`src/rtl/sort_job_ctrl.sv`:
```
`default_nettype none
// ============================================================================
// Module : sort_job_ctrl
// Brief  : Job sequencer for the insertion_sort engine. Loads one job word by
//          word, sorts it and streams the result back in descending order.
// Rev    : 1.0  initial release
// ============================================================================
module sort_job_ctrl #(
    parameter int DW       = 16,
    parameter int DEPTH    = 255,
    parameter int CMD_WAIT = 3,
    parameter int TIMEOUT  = 65535
) (
    input  logic          clk,
    input  logic          rstn,
    input  logic          enable,
    input  logic          in_valid,
    output logic          in_ready,
    input  logic [DW-1:0] in_data,
    input  logic          in_last,
    output logic          out_valid,
    input  logic          out_ready,
    output logic [DW-1:0] out_data,
    output logic          out_last,
    output logic          busy,
    output logic          done,
    output logic          err_ovf,
    output logic          err_tmo,
    output logic          srt_push,
    output logic          srt_pop,
    output logic          srt_clear,
    output logic          srt_sort,
    output logic [DW-1:0] srt_din,
    input  logic [DW-1:0] srt_dout,
    input  logic          srt_idle
);
    localparam int CW = $clog2(DEPTH + 1);
    localparam int TW = $clog2(TIMEOUT + 1);
    localparam int WW = (CMD_WAIT < 1) ? 1 : $clog2(CMD_WAIT + 1);

    localparam logic [CW-1:0] c_depth     = CW'(DEPTH);
    localparam logic [TW-1:0] c_tmo_last  = TW'(TIMEOUT - 1);
    localparam logic [WW-1:0] c_wait_last = WW'(CMD_WAIT);

    localparam logic [3:0] S_IDLE  = 4'd0;
    localparam logic [3:0] S_CLR   = 4'd1;
    localparam logic [3:0] S_LOAD  = 4'd2;
    localparam logic [3:0] S_PUSH  = 4'd3;
    localparam logic [3:0] S_DRAIN = 4'd4;
    localparam logic [3:0] S_SORT  = 4'd5;
    localparam logic [3:0] S_POP   = 4'd6;
    localparam logic [3:0] S_OUT   = 4'd7;
    localparam logic [3:0] S_DONE  = 4'd8;

    localparam logic [1:0] P_ISSUE = 2'd0;
    localparam logic [1:0] P_WAIT  = 2'd1;
    localparam logic [1:0] P_POLL  = 2'd2;

    logic [3:0]    state_q, state_d;
    logic [1:0]    phase_q, phase_d;
    logic [WW-1:0] wcnt_q,  wcnt_d;
    logic [TW-1:0] wd_q,    wd_d;
    logic [CW-1:0] cnt_q,   cnt_d;
    logic [CW-1:0] rem_q,   rem_d;
    logic          last_q,  last_d;
    logic [DW-1:0] din_q,   din_d;
    logic [DW-1:0] dout_q,  dout_d;
    logic          done_q,  done_d;
    logic          ovf_q,   ovf_d;
    logic          tmo_q,   tmo_d;
    logic          push_q,  push_d;
    logic          pop_q,   pop_d;
    logic          clr_q,   clr_d;
    logic          sort_q,  sort_d;

    logic cmd_active;
    logic cmd_done;
    logic cmd_tmo;

    always_ff @(posedge clk or negedge rstn) begin
        if (!rstn) begin
            state_q <= S_IDLE;
            phase_q <= P_ISSUE;
            wcnt_q  <= '0;
            wd_q    <= '0;
            cnt_q   <= '0;
            rem_q   <= '0;
            last_q  <= 1'b0;
            din_q   <= '0;
            dout_q  <= '0;
            done_q  <= 1'b0;
            ovf_q   <= 1'b0;
            tmo_q   <= 1'b0;
            push_q  <= 1'b0;
            pop_q   <= 1'b0;
            clr_q   <= 1'b0;
            sort_q  <= 1'b0;
        end else if (enable) begin
            state_q <= state_d;
            phase_q <= phase_d;
            wcnt_q  <= wcnt_d;
            wd_q    <= wd_d;
            cnt_q   <= cnt_d;
            rem_q   <= rem_d;
            last_q  <= last_d;
            din_q   <= din_d;
            dout_q  <= dout_d;
            done_q  <= done_d;
            ovf_q   <= ovf_d;
            tmo_q   <= tmo_d;
            push_q  <= push_d;
            pop_q   <= pop_d;
            clr_q   <= clr_d;
            sort_q  <= sort_d;
        end
    end

    // A job of fewer than two words bypasses the engine's sort command.
    assign cmd_active = (state_q == S_CLR) || (state_q == S_PUSH) || (state_q == S_POP) ||
                        ((state_q == S_SORT) && (cnt_q >= CW'(2)));
    assign cmd_done   = (phase_q == P_POLL) && srt_idle;
    assign cmd_tmo    = (phase_q != P_ISSUE) && !cmd_done && (wd_q == c_tmo_last);

    always_comb begin
        state_d = state_q;
        phase_d = phase_q;
        wcnt_d  = wcnt_q;
        wd_d    = wd_q;
        cnt_d   = cnt_q;
        rem_d   = rem_q;
        last_d  = last_q;
        din_d   = din_q;
        dout_d  = dout_q;
        done_d  = 1'b0;
        ovf_d   = ovf_q;
        tmo_d   = tmo_q;
        push_d  = 1'b0;
        pop_d   = 1'b0;
        clr_d   = 1'b0;
        sort_d  = 1'b0;

        case (state_q)
            S_IDLE: begin
                if (in_valid) begin
                    ovf_d   = 1'b0;
                    tmo_d   = 1'b0;
                    cnt_d   = '0;
                    phase_d = P_ISSUE;
                    state_d = S_CLR;
                end
            end
            S_CLR: begin
                if (cmd_done) state_d = S_LOAD;
            end
            S_LOAD: begin
                if (in_valid) begin
                    din_d   = in_data;
                    last_d  = in_last;
                    state_d = S_PUSH;
                end
            end
            S_PUSH: begin
                if (cmd_done) begin
                    cnt_d = cnt_q + CW'(1);
                    if (last_q) begin
                        state_d = S_SORT;
                    end else if ((cnt_q + CW'(1)) == c_depth) begin
                        ovf_d   = 1'b1;
                        state_d = S_DRAIN;
                    end else begin
                        state_d = S_LOAD;
                    end
                end
            end
            S_DRAIN: begin
                if (in_valid && in_last) state_d = S_SORT;
            end
            S_SORT: begin
                rem_d = cnt_q;
                if (cnt_q < CW'(2)) begin
                    state_d = (cnt_q == '0) ? S_DONE : S_POP;
                    done_d  = (cnt_q == '0);
                end else if (cmd_done) begin
                    state_d = S_POP;
                end
            end
            S_POP: begin
                if (cmd_done) begin
                    dout_d  = srt_dout;
                    state_d = S_OUT;
                end
            end
            S_OUT: begin
                if (out_ready) begin
                    rem_d = rem_q - CW'(1);
                    if (rem_q == CW'(1)) begin
                        state_d = S_DONE;
                        done_d  = 1'b1;
                    end else begin
                        state_d = S_POP;
                    end
                end
            end
            S_DONE: state_d = S_IDLE;
            default: state_d = S_IDLE;
        endcase

        // Shared strobe / settle / poll sequence; the watchdog runs from the strobe cycle.
        if (cmd_active) begin
            case (phase_q)
                P_ISSUE: begin
                    phase_d = P_WAIT;
                    wcnt_d  = '0;
                    wd_d    = '0;
                    clr_d   = (state_q == S_CLR);
                    push_d  = (state_q == S_PUSH);
                    sort_d  = (state_q == S_SORT);
                    pop_d   = (state_q == S_POP);
                end
                P_WAIT: begin
                    wd_d = wd_q + TW'(1);
                    if (wcnt_q == c_wait_last) phase_d = P_POLL;
                    else                       wcnt_d  = wcnt_q + WW'(1);
                end
                default: wd_d = wd_q + TW'(1);
            endcase
            if (cmd_done) phase_d = P_ISSUE;
            if (cmd_tmo) begin
                tmo_d   = 1'b1;
                phase_d = P_ISSUE;
                state_d = S_IDLE;
            end
        end
    end

    always_comb begin
        in_ready  = (state_q == S_LOAD) || (state_q == S_DRAIN);
        out_valid = (state_q == S_OUT);
        out_last  = (state_q == S_OUT) && (rem_q == CW'(1));
        busy      = (state_q != S_IDLE);
    end

    assign out_data  = dout_q;
    assign srt_din   = din_q;
    assign done      = done_q;
    assign err_ovf   = ovf_q;
    assign err_tmo   = tmo_q;
    assign srt_push  = push_q;
    assign srt_pop   = pop_q;
    assign srt_clear = clr_q;
    assign srt_sort  = sort_q;

endmodule
`default_nettype wire
```
`config.mk`:
```
export PLATFORM = sky130hd
export DESIGN_NAME = sort_job_ctrl
export DESIGN_NICKNAME = d
export VERILOG_FILES = /design/src/rtl/sort_job_ctrl.sv
export SDC_FILE = /design/constraint.sdc
export NUM_CORES = 1
export LEC_CHECK = 0
export CORE_MARGIN = 1
export CORE_UTILIZATION = 49
export DETAILED_ROUTE_END_ITERATION = 6
export DONT_BUFFER_PORTS = 1
export GPL_ROUTABILITY_DRIVEN = 0
export PLACE_DENSITY = 0.63
export SKIP_CTS_REPAIR_TIMING = 1
export SLEW_MARGIN = 20
export SYNTH_ARGS = -nofsm -noshare
export SYNTH_HDL_FRONTEND = slang
export SYNTH_SLANG_ARGS = --single-unit
```
`constraint.sdc`:
```
create_clock -name clk -period 2.6 [get_ports clk]
set_input_delay 0 -clock clk [delete_from_list [all_inputs] [get_ports clk]]
set_output_delay 0 -clock clk [all_outputs]
set_load 0.05 [all_outputs]
```
# Yosys cells after proc, flatten, opt, wreduce, memory -nomap -nowiden

Cells that the tools add are included.

$add $sub $neg: 4
Magnitude comparators: 2
Equality and inequality tests: 19
Multiplexer cells: 52
Reduce and logical (&&, ||, !) cells: 26

Operators by type and width:

| operator                                                          | number |
|---|---|
| 2-to-1 mux 4 bit                                                  | 13 |
| case mux 4 bit (8 select lines)                                   | 1 |
| case mux 8 bit (2 select lines)                                   | 2 |
| 2-to-1 mux 8 bit                                                  | 3 |
| 2-to-1 mux 1 bit                                                  | 19 |
| adder 16 x 1 -> 16 bit, second input constant                     | 1 |
| equality test 16 bit, second input constant                       | 1 |
| equality test 4 x 3 -> 1 bit, second input constant               | 4 |
| 2-to-1 mux 16 bit                                                 | 1 |
| 2-to-1 mux 2 bit                                                  | 7 |
| AND reduction 3 bit                                               | 3 |
| adder 8 x 1 -> 8 bit, second input constant                       | 1 |
| equality test 4 x 2 -> 1 bit, second input constant               | 2 |
| equality test 8 x 1 -> 1 bit, second input constant               | 1 |
| equality test 8 bit, second input constant                        | 1 |
| greater-or-equal comparator 8 x 2 -> 1 bit, second input constant | 1 |
| zero test 8 bit                                                   | 1 |
| < comparator 8 x 2 -> 1 bit, second input constant                | 1 |
| inequality test 2 bit, second input constant                      | 4 |
| case mux 2 bit (2 select lines)                                   | 2 |
| AND reduction 4 bit                                               | 2 |
| nonzero test 2 bit                                                | 4 |
| subtractor 8 x 1 -> 8 bit, second input constant                  | 1 |
| logical AND 1 bit                                                 | 6 |
| other kinds (14)                                                  | 21 |

Register bits: 80
Input bits: 39
Word-level logic and storage cells: 119

# Depth between registers and ports, before layout

Gate-level depths: netlist of run 1.

Depth after elaboration: 8
Depth in mapped cells: 9
Gate-level depth less buffers: 8

# Worst setup path before layout of run 1

No wires, ideal clock.

Path type: register to register
Start: register cnt_q[0]
End: register wd_q[7]
Library setup time: 0.104 ns
Data arrival time: 1.953 ns
Required time: 2.496 ns
Setup slack: 0.544 ns
Stages on the path, launching flop included: 9
Path buffers: 1
Period minus slack after synthesis: 2.056 ns
Cell sequence: dfrtp_1 inv_1 ha_1 or3b_1 a31oi_2 o21ai_2 buf_6 or2_4 o41ai_2

Word-level cells in the longest chain between the ends: 4

RTL lines:

| what                                       | line | source |
|---|---|---|
| start, declared                            | 63   | `logic [CW-1:0] cnt_q, cnt_d;` |
| start signal, assigned                     | 103  | `cnt_q <= cnt_d;` |
| greater-or-equal comparator 8 x 2 -> 1 bit | 120  | `((state_q == S_SORT) && (cnt_q >= CW'(2)));` |
| logical AND 1 bit                          | 120  |  |
| logical OR 1 bit                           | 119  | `assign cmd_active = (state_q == S_CLR) \|\| (state_q == S_PUSH) \|\| (state_q == S_POP) \|\|` |
| AND reduction 2 bit (no line)              | -    |  |
| end signal, assigned                       | 102  | `wd_q <= wd_d;` |
| end, declared                              | 62   | `logic [TW-1:0] wd_q, wd_d;` |

No other way between the ends.
A chain may end at the register's enable or synchronous reset.

# Final worst setup path of run 1

Start: register cnt_q[1]
End: register wcnt_q[1]

Word-level cells in the longest chain between the ends: 4

RTL lines:

| what                                       | line | source |
|---|---|---|
| greater-or-equal comparator 8 x 2 -> 1 bit | 120  |  |
| logical AND 1 bit                          | 120  |  |
| logical OR 1 bit                           | 119  |  |
| AND reduction 4 bit (no line)              | -    |  |
| end signal, assigned                       | 101  | `wcnt_q <= wcnt_d;` |
| end, declared                              | 61   | `logic [WW-1:0] wcnt_q, wcnt_d;` |

No other way between the ends.

==> results of run 1 <==
-- metal layers --
layer	up-vias	GRT usage, %	share of wire, %
li1	1551	-	-
met1	1538	29.3	47
met2	117	30.5	44
met3	18	5.74	6.6
met4	0	8.85	2.1
met5	-	0	0
-- kinds of logic after synthesis --
| logic type | Yosys count | synth area share [%] |
|---|---|---|
| and+or+nand+nor | 134 | 17.7 |
| AOI/OAI and AO/OA | 95 | 14.8 |
| DFF | 80 | 48.3 |
| buffers and inverters | 43 | 4.77 |
| muxes | 34 | 9.21 |
| xor gates and xnor gates | 12 | 2.54 |
| adders and majority gates | 9 | 2.72 |
-- area by class of cell --
type	count	area share, %
Timing Repair Buffer	51	10.1
Clock buffer	9	2.54
Tap cell	105	2.69
Inverter	22	1.69
Multi-Input combinational cell	284	39.9
Clock inverter	7	2.08
Sequential cell	80	41.0
-- power breakdown --
group	internal (mW)	total, mW	switching, mW
logic	0.425	0.956	0.531
registers	1.46	2.17	0.708
clock network	0.551	1.04	0.492
-- worst max-delay path by stage --
stage          depth (start not counted)                  from  slack, ns                    end
2_1_floorplan                          8  cnt_q[0]$_DFFE_PN0P_       0.54    wd_q[7]$_DFFE_PN0P_
3_3_place_gp                           7  cnt_q[1]$_DFFE_PN0P_       0.31  wcnt_q[1]$_DFFE_PN0P_
3_5_place_dp                           7  cnt_q[1]$_DFFE_PN0P_       0.20  wcnt_q[1]$_DFFE_PN0P_
4_1_cts                                7  cnt_q[1]$_DFFE_PN0P_       0.21  wcnt_q[1]$_DFFE_PN0P_
5_1_grt                                7  cnt_q[1]$_DFFE_PN0P_       0.02  wcnt_q[1]$_DFFE_PN0P_
6_report                               7  cnt_q[1]$_DFFE_PN0P_       0.19  wcnt_q[1]$_DFFE_PN0P_
-- layout by cell type (no fill, tap or decap), drive strengths merged, types with 13 or more instances in the layout --
cell type and n:
buf 15, mux2 33, a21oi 18, inv 24
nor2 30, nand3 13, o21ai 39, dlygate4sd3 36
dfrtp 80, nand2 26, nor3 16
-- stage by stage --
step,util [%],total power [mW],instances,hold slack (ns),setup WS [ns]
after global placement,51.9,3.05,505,-0.293,0.311
after CTS,54.7,4.11,521,-0.680,0.212
after detailed placement,51.9,3.06,505,-0.294,0.200
after floorplan,-,2.85,407,-0.296,0.544
final,59.4,4.17,558,0.0161,0.195
after global routing,59.4,4.39,558,0.0309,0.0192
-- state kept, by name (all words and copies together) (netlist names) --
register and flops:
done 1, last_q 1, rem_q 8, phase_q 2, err_ovf 1, srt_pop 1
wd_q 16, state_q 4, srt_sort 1, cnt_q 8, srt_clear 1, wcnt_q 2
err_tmo 1, out_data 16, srt_din 16, srt_push 1
-- tightest hold or removal path, cell delays in order --
cell and delay (ns):
nand3_1 0.09, nor3_1 0.08, o21a_1 0.16
==> results by group, run 1 <==
Floorplan
  – Die width: 94.0 um
  – Die H: 94.0 um
  – Site Rows: 33
  – Core Footprint: 0.00822 mm^2
  – DIE AREA: 0.00883 mm^2
  – I/O pin cnt: 82
  – Starting Density: 50.4%

STA
  – Slew @ Worst Pin: 0.703 ns
  – Fmax: 416 MHz
  – Tcrit/Tclk final: 92.5%
  – Final Setup Violations: 0
  – Final Skew: 0.00858 ns
  – Min Tclk post-route: 2.41 ns
  – Unrepaired setup endpoints after global routing: false
  – Headroom to the max-slew limit: 53.1%
  – Fin. Hold Viols: 0
  – Setup tns final: 0 ns
  – Slew Viols, Final: 0

Cells and area
  – Net count, final: 496
  – Layout area overhead: 17.7%
  – Fillers: 667
  – N_diodes: 0
  – Final Cell Area: 0.00488 mm^2
  – Seq. cell area: 0.00200 mm^2
  – Share of cells above drive strength 1: 17.4%
  – Multi-input logic area: 0.00194 mm^2

Clock network
  – Worst-skew pair later-pin latency: 0.35 ns
  – TritonCTS Buffers: 9
  – TritonCTS clock tree: done
  – # H-tree levels: 3
  – Clock tree root buffer cell: clkbuf_8
  – Clk buf depth: 2
  – CTS Sinks: 80
  – CTS clk-pin slew, worst paths: 0.09 ns

Place
  – Post-DP Area: 0.00427 mm^2
  – Hpwl dp: 5920 um
  – PortBufs: 0

Critical path
  – Critical setup path kind: register to register
  – Critical path capture point type: register
  – WP buf/inv: 1
  – Worst-path fanout max: 16
  – Max stage delay on crit path: 0.59 ns
  – Arr. time, crit path: 2.64 ns
  – R2R depth: 7
  – Flop2flop setup slack: 0.19 ns
  – Slowest CP cell: o21ai_2
  – FF-to-FF End: wcnt_q[1]$_DFFE_PN0P_
  – Worst path cell trace: nor4_2 > a31oi_2 > o21ai_2 > buf_4 > nor3_1 > a22oi_1 > o21ai_0
  – CP Launch Type: register
  – CP delay by family, top: compound AO/OA/AOI/OAI gates
  – Crit path required time: 2.84 ns
  – Reg2reg start: cnt_q[1]$_DFFE_PN0P_

Yosys
  – Number of enable flip-flop cells after synthesis: 0
  – Top cell type by total area after synthesis: dfrtp_1
  – Synth Net Count: 455
  – Syn avg cell area: 10.2 um^2
  – Ys Warns: 0
  – Top FF cell, synth: dfrtp_1
  – Cell count after synthesis: 407
  – Distinct cells, synth: 64
  – Post-synth ARST share: 100%
  – Synthesized cell area: 0.00414 mm^2
  – Most frequent cell after synthesis: dfrtp_1
  – Seq cells post-synth: 80
  – Synth top area share: 48.3%
  – Synth area leaders: dfrtp_1, mux2_2, o21ai_0, ha_1, nor2_1
  – Top cells by count, synth: dfrtp_1, o21ai_0, mux2_2, nor2_1, nand2_1
  – Register area share after synthesis: 48.3%

Route
  – Post-DR wirelength/cell: 16.3 um
  – DR vias: 3224
  – Initial DRC count: 153
  – TritonRoute pass-1 iters: 4
  – Remaining DRCs: 0
  – Via/cell ratio: 5.78
  – Total Wirelength: 9120 um
  – DRT antenna net count: 0

Global route
  – GRT overflow: 0
  – Antenna violations before repair: 0
  – First-pass GRT wire length: 14300 um
  – Gr usage total: 21.0%
  – Largest net degree at the start of global routing: 81
  – Vias in the first global route: 3059

Power and ir drop
  – Pwr/cell area: 854 mW/mm^2
  – Max IR drop VDD: 0.000698 V
  – Lkg Pwr: 2.13 nW

Hold path
  – Hold Path Stages: 3
  – Hold Path End: err_ovf$_DFFE_PN0P_
  – Hold path start: enable
  – Worst min path class: input port to register

Run
  – Max-cap check violation count: 0

Outcome
  – Status: completed
Note: power is estimated with default switching activity, not from simulation.
==> run 2: changes to the inputs <==
Clock period 2.6 ns to 2.8 ns, I/O delays scaled along.
==> results by group, run 2 (synthesis gave the netlist of run 1 again) <==
Cells and area
  – Share of cells above drive strength 1: 16.7%
  – Layout area overhead: 16.4%
  – Net count, final: 492
  – N_diodes: 0
  – Most frequent cells in the layout: dfrtp_1, o21ai_0, dlygate4sd3_1, mux2_2, nor2_1
  – Commonest non-fill, non-tap cell in the layout: dfrtp_1

Power and ir drop
  – Pwr/cell area: 787 mW/mm^2
  – Max IR drop VDD: 0.000534 V
  – Lkg Pwr: 2.10 nW
  – Power Total: 3.80 mW

STA
  – Final Skew: 0.0103 ns
  – Slew @ Worst Pin: 0.633 ns
  – WHS: -0.00798 ns
  – Final Setup Violations: 0
  – Min Tclk post-route: 2.43 ns
  – Setup tns final: 0 ns
  – Fmax: 412 MHz
  – Headroom to the max-slew limit: 57.8%
  – Slew Viols, Final: 0
  – Unrepaired setup endpoints after global routing: false
  – Fin. Hold Viols: 1
  – Tcrit/Tclk final: 86.7%

Global route
  – Largest net degree at the start of global routing: 81
  – Antenna violations before repair: 0
  – Vias in the first global route: 2925
  – First-pass GRT wire length: 14300 um
  – Gr usage total: 21.0%
  – GRT overflow: 0

Clock network
  – Worst-skew pair later-pin latency: 0.36 ns
  – Clock tree root buffer cell: clkbuf_8
  – # H-tree levels: 3
  – TritonCTS clock tree: done
  – CTS Sinks: 80
  – Clk buf depth: 2
  – TritonCTS Buffers: 9
  – CTS clk-pin slew, worst paths: 0.09 ns

Route
  – DR vias: 3168
  – Post-DR wirelength/cell: 16.5 um
  – Remaining DRCs: 0
  – Total Wirelength: 9160 um
  – Via/cell ratio: 5.72
  – DRT antenna net count: 0
  – Initial DRC count: 161
  – TritonRoute pass-1 iters: 4

Floorplan
  – Die width: 94.0 um
  – Site Rows: 33
  – DIE AREA: 0.00883 mm^2
  – Starting Density: 50.4%
  – Core Footprint: 0.00822 mm^2
  – I/O pin cnt: 82
  – Die H: 94.0 um

Critical path
  – Slowest CP cell: dfrtp_1
  – CP Launch Type: register
  – Critical path capture point type: register
  – Crit path from: cnt_q[0]$_DFFE_PN0P_
  – Reg2reg start: cnt_q[0]$_DFFE_PN0P_
  – Critical setup path kind: register to register
  – Worst path cell trace: inv_1 > ha_1 > or3b_1 > a31oi_2 > o21ai_2 > buf_4 > or2_4 > o41ai_2
  – Worst-path fanout max: 14
  – Max stage delay on crit path: 0.44 ns
  – Crit path required time: 3.06 ns
  – Arr. time, crit path: 2.69 ns

Hold path
  – Worst min path class: input port to register
  – Hold path start: enable

Outcome
  – Violated checks: negative hold slack
  – Status: complete, but fails checks

Run
  – Max-cap check violation count: 0

Place
  – Hpwl dp: 5920 um
  – PortBufs: 0
## run 2: cell count changes in the layout (fill, tap and decap cells not counted), sizes merged
cell / delta
inv: -1
buf: -4
clkinvlp: -1
clkinv: +3
bufinv: -1
## run 2: area by class of cell
cell class,instances,area [um^2]
Clock buffer,9,124
Clock inverter,7,77.6
Fill cell,684,3390
Inverter,22,82.6
Multi-Input combinational cell,284,1940
Sequential cell,80,2000
Tap cell,105,131
Timing Repair Buffer,47,463
## run 2: layer usage
layer  part of all wire [%]  global-route usage [%]
met3                    6.2                    6.23
met2                     46                    31.8
met1                     47                    28.6
met5                      0                       0
met4                   0.94                    7.31
## run 2: worst max-delay path: cells and delay by family (launching register included)
family | cells | cell delay [ns]
buffers and inverters | 2 | 0.39
DFF | 1 | 0.44
and+or+nand+nor | 2 | 0.59
adders and majority gates | 1 | 0.15
AOI/OAI and AO/OA | 3 | 0.75
## run 2: where the power goes
| group | leakage, nW | total, mW | switching, mW | internal [mW] |
|---|---|---|---|---|
| clock network | 0.100 | 0.887 | 0.467 | 0.420 |
| logic | 0.949 | 0.870 | 0.474 | 0.396 |
| registers | 1.05 | 2.04 | 0.686 | 1.35 |
## run 2: path summary, 6_finish.rpt
check / slack (ns) / depth (start not counted) / to
setup reg to reg: 0.37 / 8 / wd_q[7]$_DFFE_PN0P_
max in group asynchronous: 2.29 / 2 / wd_q[10]$_DFFE_PN0P_
hold / removal: -0.008 / 3 / cnt_q[5]$_DFFE_PN0P_
hold reg to reg: 0.52 / 1 / wd_q[7]$_DFFE_PN0P_
setup / recovery: 0.37 / 8 / wd_q[7]$_DFFE_PN0P_
min in group asynchronous: 0.19 / 2 / wcnt_q[1]$_DFFE_PN0P_
## run 2: per-stage QoR
stage	setup slack (ns)	instances	hold slack [ns]	area, um^2	util (%)
2_1_floorplan	0.744	407	-0.296	4140	-
3_3_place_gp	0.453	501	-0.293	4240	51.5
3_5_place_dp	0.396	501	-0.294	4240	51.5
4_1_cts	0.379	517	-0.690	4440	54.0
5_1_grt	0.250	554	0.0339	4820	58.7
6_report	0.374	554	-0.00798	4820	58.7
==> run 3: changes to the inputs <==
Settings changed: ABC_AREA set to 1, CAP_MARGIN set to 5, SKIP_LAST_GASP set to 1.
==> results by group, run 3 <==
Cells and area
  – N_diodes: 0
  – Share of cells above drive strength 1: 17.2%
  – Commonest non-fill, non-tap cell in the layout: nand2_1
  – Most frequent cells in the layout: nand2_1, dfrtp_1, inv_1, nor2_1, dlygate4sd3_1
  – Net count, final: 567
  – Layout area overhead: 16.1%
  – Final Cell Area: 0.00505 mm^2
  – Final non-filler cell total: 632
  – Fillers: 732
  – Layout Utilization: 58.5%

Floorplan
  – Site Rows: 34
  – I/O pin cnt: 82
  – Starting Density: 50.4%
  – Die H: 96.2 um
  – Core Footprint: 0.00864 mm^2
  – Die width: 96.2 um
  – DIE AREA: 0.00926 mm^2

Power and ir drop
  – Lkg Pwr: 2.40 nW
  – Pwr/cell area: 582 mW/mm^2
  – Power Total: 2.94 mW
  – Max IR drop VDD: 0.000365 V

STA
  – Fmax: 506 MHz
  – Slew Viols, Final: 0
  – WHS: -0.0126 ns
  – Setup tns final: 0 ns
  – Headroom to the max-slew limit: 66.7%
  – Final Skew: 0.0101 ns
  – Unrepaired setup endpoints after global routing: false
  – Tcrit/Tclk final: 70.6%
  – Fin. Hold Viols: 1
  – Final worst slack: 0.824 ns
  – Slew @ Worst Pin: 0.499 ns
  – Final Setup Violations: 0
  – Min Tclk post-route: 1.98 ns

Route
  – Post-DR wirelength/cell: 15.1 um
  – Initial DRC count: 134
  – Total Wirelength: 9520 um
  – TritonRoute pass-1 iters: 5
  – DRT antenna net count: 0
  – DR vias: 3402
  – Via/cell ratio: 5.38
  – Remaining DRCs: 0

Critical path
  – Critical setup path kind: register to register
  – FF-to-FF End: cnt_q[6]$_DFFE_PN0P_
  – Flop2flop setup slack: 0.82 ns
  – CP Launch Type: register
  – Max stage delay on crit path: 0.51 ns
  – Reg2reg start: state_q[0]$_DFFE_PN0P_
  – CP delay by family, top: simple AND/OR/NAND/NOR gates
  – Crit path from: state_q[0]$_DFFE_PN0P_
  – WP buf/inv: 3
  – Arr. time, crit path: 2.25 ns
  – R2R depth: 8
  – Slowest CP cell: dfrtp_1
  – Worst path cell trace: inv_2 > nand3_1 > buf_4 > nor2_1 > o21ai_1 > nor2_1 > inv_2 > o22ai_1
  – Crit path required time: 3.07 ns
  – Worst-path fanout max: 10
  – Critical path capture point type: register

Clock network
  – Worst-skew pair later-pin latency: 0.36 ns
  – CTS Sinks: 80
  – Clock tree root buffer cell: clkbuf_8
  – TritonCTS Buffers: 9
  – TritonCTS clock tree: done
  – CTS clk-pin slew, worst paths: 0.10 ns
  – # H-tree levels: 3
  – Clk buf depth: 2

Yosys
  – Top cell type by total area after synthesis: dfrtp_1
  – Cell count after synthesis: 477
  – Synth area leaders: dfrtp_1, nand2_1, mux2_4, o21ai_0, inv_1
  – Post-synth ARST share: 100%
  – Ys Warns: 0
  – Number of enable flip-flop cells after synthesis: 0
  – Most frequent cell after synthesis: nand2_1
  – Register area share after synthesis: 46.0%
  – Syn avg cell area: 9.12 um^2
  – Top FF cell, synth: dfrtp_1
  – Top cells by count, synth: nand2_1, dfrtp_1, inv_1, nor2_1, o21ai_0
  – Synthesized cell area: 0.00435 mm^2
  – Seq cells post-synth: 80
  – Synth Net Count: 525
  – Distinct cells, synth: 43
  – Synth top area share: 46.0%

Hold path
  – Hold Path Stages: 4
  – Hold path start: out_ready
  – Worst min path class: input port to register
  – Hold Path End: done$_DFFE_PN0P_

Global route
  – Gr usage total: 20.9%
  – First-pass GRT wire length: 14600 um
  – Antenna violations before repair: 0
  – Largest net degree at the start of global routing: 81
  – GRT overflow: 0
  – Vias in the first global route: 3034

Outcome
  – Violated checks: negative hold slack
  – Status: complete, but fails checks

Place
  – Dpl cells: 579
  – Post-DP Area: 0.00443 mm^2
  – Hpwl dp: 6480 um
  – PortBufs: 0
  – Pre-CTS setup slack: 0.876 ns

Run
  – Max-cap check violation count: 0
## run 3: changes by cell type in the layout (fill, tap and decap cells not counted), moves of 6 or more
cell	previous run	this run
nand2_1	26	111
a21oi_1	18	8
nor3_1	15	9
mux2_4	0	18
buf_4	10	4
nor2_1	30	39
inv_2	0	8
inv_1	21	43
or3_1	7	0
mux2_2	33	14
nand3_1	13	24
## run 3: cell families (layout without fill, tap and decap cells)
| family | Yosys count | count (layout) | share of synthesized area, % |
|---|---|---|---|
| buf+inv | 63 | 110 | 6.50 |
| simple gates | 207 | 207 | 21.8 |
| fa+ha+maj | 9 | 9 | 2.59 |
| mux | 32 | 32 | 9.84 |
| compound gates | 74 | 74 | 10.8 |
| flops | 80 | 80 | 46.0 |
| xor+xnor | 12 | 12 | 2.42 |
## run 3: layout make-up
cell class / count / area [um^2] / share of cell area, %
clock buffer: 9 / 124 / 2.45
clock inverter: 7 / 106 / 2.11
inverter: 53 / 200 / 3.96
multi-input combinational: 334 / 2060 / 40.9
sequential: 80 / 2000 / 39.6
tap: 108 / 135 / 2.68
timing repair buffer: 41 / 418 / 8.28
## run 3: how the worst max path moves through the flow
| stage | cells after the start | endpoint | slack (ns) |
|---|---|---|---|
| after floorplan | 8 | cnt_q[0]$_DFFE_PN0P_ | 0.90 |
| after global placement | 8 | cnt_q[0]$_DFFE_PN0P_ | 0.94 |
| after detailed placement | 8 | cnt_q[6]$_DFFE_PN0P_ | 0.88 |
| after CTS | 11 | wcnt_q[1]$_DFFE_PN0P_ | 0.84 |
| after global routing | 10 | wcnt_q[1]$_DFFE_PN0P_ | 0.59 |
| final | 8 | cnt_q[6]$_DFFE_PN0P_ | 0.82 |
## run 3: worst reg2reg max path, stage by stage, from the launching register on
cell and delay, ns:
dfrtp_1 0.51, inv_2 0.13, nand3_1 0.09, buf_4 0.21
nor2_1 0.23, o21ai_1 0.16, nor2_1 0.29, inv_2 0.12
o22ai_1 0.16
## run 3: where the power goes
group          total [mW]  switching [mW]  internal (mW)
combinational       0.440           0.265          0.175
sequential           1.49           0.241           1.25
clock                1.01           0.488          0.522
## run 3: routing by layer
layer	vias up	wire (um)	track usage (%)
met5	-	0	0
met4	0	130	8.33
met3	10	587	4.98
met2	93	4410	32.7
met1	1628	4380	27.8
li1	1671	-	-
